[src/rtl/spi_v_pkg.sv]
// Shared constants for the SPI slave receiver/echo block.
//   FRAME_LEN : SCK falling edges per frame
//   DATA_W    : width of the parallel word taken from the frame MSBs
//   DATA_LSB  : lowest frame bit kept in DataOut (bits below are dropped)
//   CNT_W     : width of the frame bit counter
package spi_v_pkg;

  localparam int unsigned FRAME_LEN = 16;
  localparam int unsigned DATA_W    = 11;
  localparam int unsigned DATA_LSB  = 5;
  localparam int unsigned CNT_W     = 4;

endpackage

[src/rtl/spi_shift_reg.sv]
// Left-shifting register clocked on the falling edge of clk_i.
//   clk_i       : serial clock, state updates on its falling edge
//   rst_ni      : asynchronous active-low clear
//   load_i      : parallel load instead of shifting this edge
//   load_data_i : parallel load value
//   ser_i       : serial input, enters at bit 0
//   q_o         : register contents (MSB is the serial output)
module spi_shift_reg #(
  parameter int unsigned Width = 16
) (
  input  logic             clk_i,
  input  logic             rst_ni,
  input  logic             load_i,
  input  logic [Width-1:0] load_data_i,
  input  logic             ser_i,
  output logic [Width-1:0] q_o
);

  logic [Width-1:0] q_d, q_q;

  always_comb begin
    q_d = {q_q[Width-2:0], ser_i};
    if (load_i) begin
      q_d = load_data_i;
    end
  end

  always_ff @(negedge clk_i or negedge rst_ni) begin
    if (!rst_ni) begin
      q_q <= '0;
    end else begin
      q_q <= q_d;
    end
  end

  assign q_o = q_q;

endmodule

[src/rtl/spi_v.sv]
// SPI slave: receives MSB-first frames on SDI, publishes the frame MSBs on
// DataOut with a one-period SSPIF pulse, and echoes each frame on SDO during
// the following frame.
//   SCK     : serial clock (idles high), everything updates on its falling edge
//   Reset   : asynchronous active-low reset
//   SDI     : serial data in, sampled on SCK falling edges
//   SDO     : serial data out, MSB first, valid for master rising-edge sampling
//   DataOut : word[FRAME_LEN-1 -: DATA_W] of the last completed frame
//   SSPIF   : high for one SCK period after each completed frame
module spi_v
  import spi_v_pkg::*;
#(
  parameter int unsigned FRAME_LEN = spi_v_pkg::FRAME_LEN,
  parameter int unsigned DATA_W    = spi_v_pkg::DATA_W
) (
  input  logic              SCK,
  input  logic              Reset,
  input  logic              SDI,
  output logic              SDO,
  output logic [DATA_W-1:0] DataOut,
  output logic              SSPIF
);

  localparam logic [CNT_W-1:0] LastCnt = CNT_W'(FRAME_LEN - 1);

  logic [CNT_W-1:0]     cnt_d, cnt_q;
  logic [DATA_W-1:0]    data_d, data_q;
  logic                 sspif_d, sspif_q;
  logic                 frame_done;
  logic [FRAME_LEN-1:0] rx_q, tx_q, word;

  assign frame_done = (cnt_q == LastCnt);
  // The final bit is still on SDI at the completing edge, so splice it in.
  assign word       = {rx_q[FRAME_LEN-2:0], SDI};

  always_comb begin
    cnt_d   = frame_done ? '0 : cnt_q + 1'b1;
    data_d  = data_q;
    sspif_d = frame_done;
    if (frame_done) begin
      data_d = word[FRAME_LEN-1 -: DATA_W];
    end
  end

  always_ff @(negedge SCK or negedge Reset) begin
    if (!Reset) begin
      cnt_q   <= '0;
      data_q  <= '0;
      sspif_q <= 1'b0;
    end else begin
      cnt_q   <= cnt_d;
      data_q  <= data_d;
      sspif_q <= sspif_d;
    end
  end

  spi_shift_reg #(
    .Width (FRAME_LEN)
  ) u_rx (
    .clk_i       (SCK),
    .rst_ni      (Reset),
    .load_i      (1'b0),
    .load_data_i ('0),
    .ser_i       (SDI),
    .q_o         (rx_q)
  );

  // Loads the just-completed word, then shifts it out behind zeros.
  spi_shift_reg #(
    .Width (FRAME_LEN)
  ) u_tx (
    .clk_i       (SCK),
    .rst_ni      (Reset),
    .load_i      (frame_done),
    .load_data_i (word),
    .ser_i       (1'b0),
    .q_o         (tx_q)
  );

  assign SDO     = tx_q[FRAME_LEN-1];
  assign DataOut = data_q;
  assign SSPIF   = sspif_q;

  // rx MSB is shifted out unused; tx only exposes its MSB.
  logic unused_bits;
  assign unused_bits = rx_q[FRAME_LEN-1] ^ (^tx_q[FRAME_LEN-2:0]);

endmodule

[config.mk]
export PLATFORM = sky130hd
export DESIGN_NAME = spi_v
export DESIGN_NICKNAME = d
export VERILOG_FILES = /design/src/rtl/spi_v_pkg.sv /design/src/rtl/spi_shift_reg.sv /design/src/rtl/spi_v.sv
export SDC_FILE = /design/constraint.sdc
export NUM_CORES = 1
export LEC_CHECK = 0
export CAP_MARGIN = 0
export CORE_UTILIZATION = 30
export CTS_CLUSTER_SIZE = 25
export DETAILED_ROUTE_END_ITERATION = 7
export PLACE_DENSITY_LB_ADDON = 0.3
export SLEW_MARGIN = 15
export SYNTH_ARGS = -nofsm -noshare
export SYNTH_HDL_FRONTEND = slang
export SYNTH_HIERARCHICAL = 1
export SYNTH_SLANG_ARGS = --single-unit
[constraint.sdc]
create_clock -name SCK -period 1.5 [get_ports SCK]
set_input_delay 0.3 -clock SCK [delete_from_list [all_inputs] [get_ports SCK]]
set_output_delay 0.3 -clock SCK [all_outputs]
set_load 0.005 [all_outputs]
==> reports/results.tsv <==
stage	metric	value	unit
worst_setup_path	Req. time, crit path	1.20	ns
die	die area	6700	um2
finish	share of cells above drive strength 1	54.2	%
cts	CTS tree	done	
sta	setup TNS	-4.61	ns
global_route	busiest layer in global routing	met2	
power_and_ir_drop	P_sw	0.000542	W
global_route	M1 GR Usage	12.4	%
cts	clk slew on worst S/H paths	0.05	ns
worst_setup_path	crit path max-delay cell type	dfrtn_1	
place	Placed Cells incl. Taps	213	
sta	final setup vio count	13	
cts	Clock Sinks	47	
detailed_routing	routed via count	947	
status	status	finished, violations left	
sta	Max Slew Vio Count	0	
worst_setup_path	WP buf/inv	1	
finish	Nets	156	
worst_setup_path	CP top delay family	flip-flops	
detailed_routing	post-DR wirelength/cell	13.6	um
global_route	global-route wire length before repair	4850	um
cts	insertion delay to the later sink of the worst-skew pair	0.29	ns
yosys	Synth Instances	105	
global_route	initial antenna violation count	0	
die	Ports	16	
power_and_ir_drop	internal power	0.00211	W
global_route	vias in the first global route	993	
worst_setup_path	Worst setup EP type	primary output	
worst_setup_path	critical-path maximum fanout	2	
finish	Post-Layout Cell Count	228	
detailed_routing	Iteration-0 DRC Markers	55	
global_route	met3 GRT Util	2.33	%
die	core area	6030	um2
finish	area grow syn2layout	24.0	%
global_route	pin count of the biggest net entering global routing	48	
power_and_ir_drop	Leak	1.15	nW
yosys	Mapped Area	1910	um2
detailed_routing	via/cell ratio	4.15	
global_route	global route overflow	0	
worst_setup_path	CP Cell Sequence	buf_2	
worst_setup_path	critical path class	reg2out	
die	num rows	28	
sta	RSZ-0062 raised after global routing	true	
global_route	gr usage total	10.1	%
detailed_routing	# DRC	0	
power_and_ir_drop	VDD IR max	439	uV
die	Initial Util	31.7	%
power_and_ir_drop	switching part of the total	20.4	%
power_and_ir_drop	pwr/cell area	1120	nW/um2
die	Die W	81.8	um
detailed_routing	TritonRoute pass-1 iters	4	
finish	diode count	0	
place	routability cong.	0.652	
yosys	Avg Cell Area, Syn	18.2	um2
sta	skew final	0.00171	ns
yosys	yosys warns	6	
cts	root buffer cell	clkbuf_8	
worst_setup_path	Arrival @ worst endpoint	1.59	ns
global_route	met2 Resource Use GR	15.9	%
worst_setup_path	CP startpoint kind	register	
status	violated checks	setup timing	
flow_run	Max-Cap Viols	0	
die	Die H	81.8	um
sta	final setup margin	-0.390	ns
detailed_routing	Final ANT Viol Nets	0	
cts	# H-tree levels	2	
power_and_ir_drop	share of power burned in registers	54.5	%
power_and_ir_drop	combinational share of power	10.3	%
place	IO buf count	15	
sta	final hold vios	0	
cts	number of buffers created by CTS	5	
power_and_ir_drop	Clk pwr share	35.2	%
place	DP Wirelength	1840	um
cts	maximum clock insertion buffer count	2	
detailed_routing	drt total wl	3090	um
worst_setup_path	CP peak stage delay	0.43	ns
worst_hold_path	Hold Path Class	reg2reg	
[worst paths after layout]
path                                         from                      to  slack [ns]  cells past startpoint
max                        DataOut[7]$_DFFE_NN0N_              DataOut[7]       -0.39                      1
min                         u_tx/q_o[6]$_DFF_NN0_   u_tx/q_o[7]$_DFF_NN0_        0.42                      1
max reg2reg                    cnt_q[0]$_DFF_NN0_  DataOut[1]$_DFFE_NN0N_        0.02                      4
min reg2reg                 u_tx/q_o[6]$_DFF_NN0_   u_tx/q_o[7]$_DFF_NN0_        0.42                      1
max in group asynchronous                   Reset      cnt_q[1]$_DFF_NN0_        0.63                      2
min in group asynchronous                   Reset  DataOut[3]$_DFFE_NN0N_        0.61                      2
[through the flow]
step	instance area (um2)	worst slack (ns)	total power, W	utilization, %	hold WS [ns]
floorplan	1980	-0.151	0.00162	-	0.377
CTS	2270	-0.411	0.00269	37.6	0.424
global route	2370	-0.426	0.00278	39.3	0.435
finish	2370	-0.390	0.00265	39.3	0.423
global placement	2210	-0.484	0.00175	36.6	0.421
detailed placement	2210	-0.479	0.00176	36.6	0.424
[flip-flops by register name, summed over array words and instances, names as in the netlist]
| name | cells |
|---|---|
| u_tx/q_o | 16 |
| cnt_q | 4 |
| DataOut | 11 |
| SSPIF | 1 |
| u_rx/q_o | 15 |
[cell usage in the layout (no fill, tap or decap), drive strengths merged]
cell / count
dfrtn: 47
mux2: 42
buf: 26
conb: 17
clkbuf: 7
clkinv: 2
inv: 2
xor2: 1
nand3: 1
nor2: 1
nand2: 1
and4b: 1
and2b: 1
a311o: 1
ha: 1
bufinv: 1
dlygate4sd2: 1
[per-layer routing]
metal / part of all wire (%) / wire length, um
met5: 0 / 0
met4: 1.6 / 51
met3: 2.3 / 72
met2: 53 / 1630
met1: 43 / 1340
[power groups by stage]
stage | clock, W | sequential [W] | combinational (W)
6_report | 0.000934 | 0.00144 | 0.000273
5_1_grt | 0.00102 | 0.00146 | 0.000302
4_1_cts | 0.000983 | 0.00145 | 0.000259
3_5_place_dp | 0 | 0.00147 | 0.000286
3_3_place_gp | 0 | 0.00147 | 0.000281
2_1_floorplan | 0 | 0.00146 | 0.000167
[layout make-up]
type / count / area [um2]
timing repair buffer: 28 / 219
sequential: 47 / 1180
clock buffer: 6 / 82.6
multi-input combinational: 67 / 734
tap: 75 / 93.8
clock inverter: 2 / 35.0
fill: 564 / 3660
timing repair inverter: 1 / 8.76
inverter: 2 / 20.0
[what timing repair did]
item,4_1_cts,5_1_grt
hold buffers,0,0
resized for setup,54,7
setup endpoints to repair,21,39
gates cloned,0,2
pin swaps,0,1
buffers inserted,1,4
Note: power is estimated with default switching activity, not from simulation.
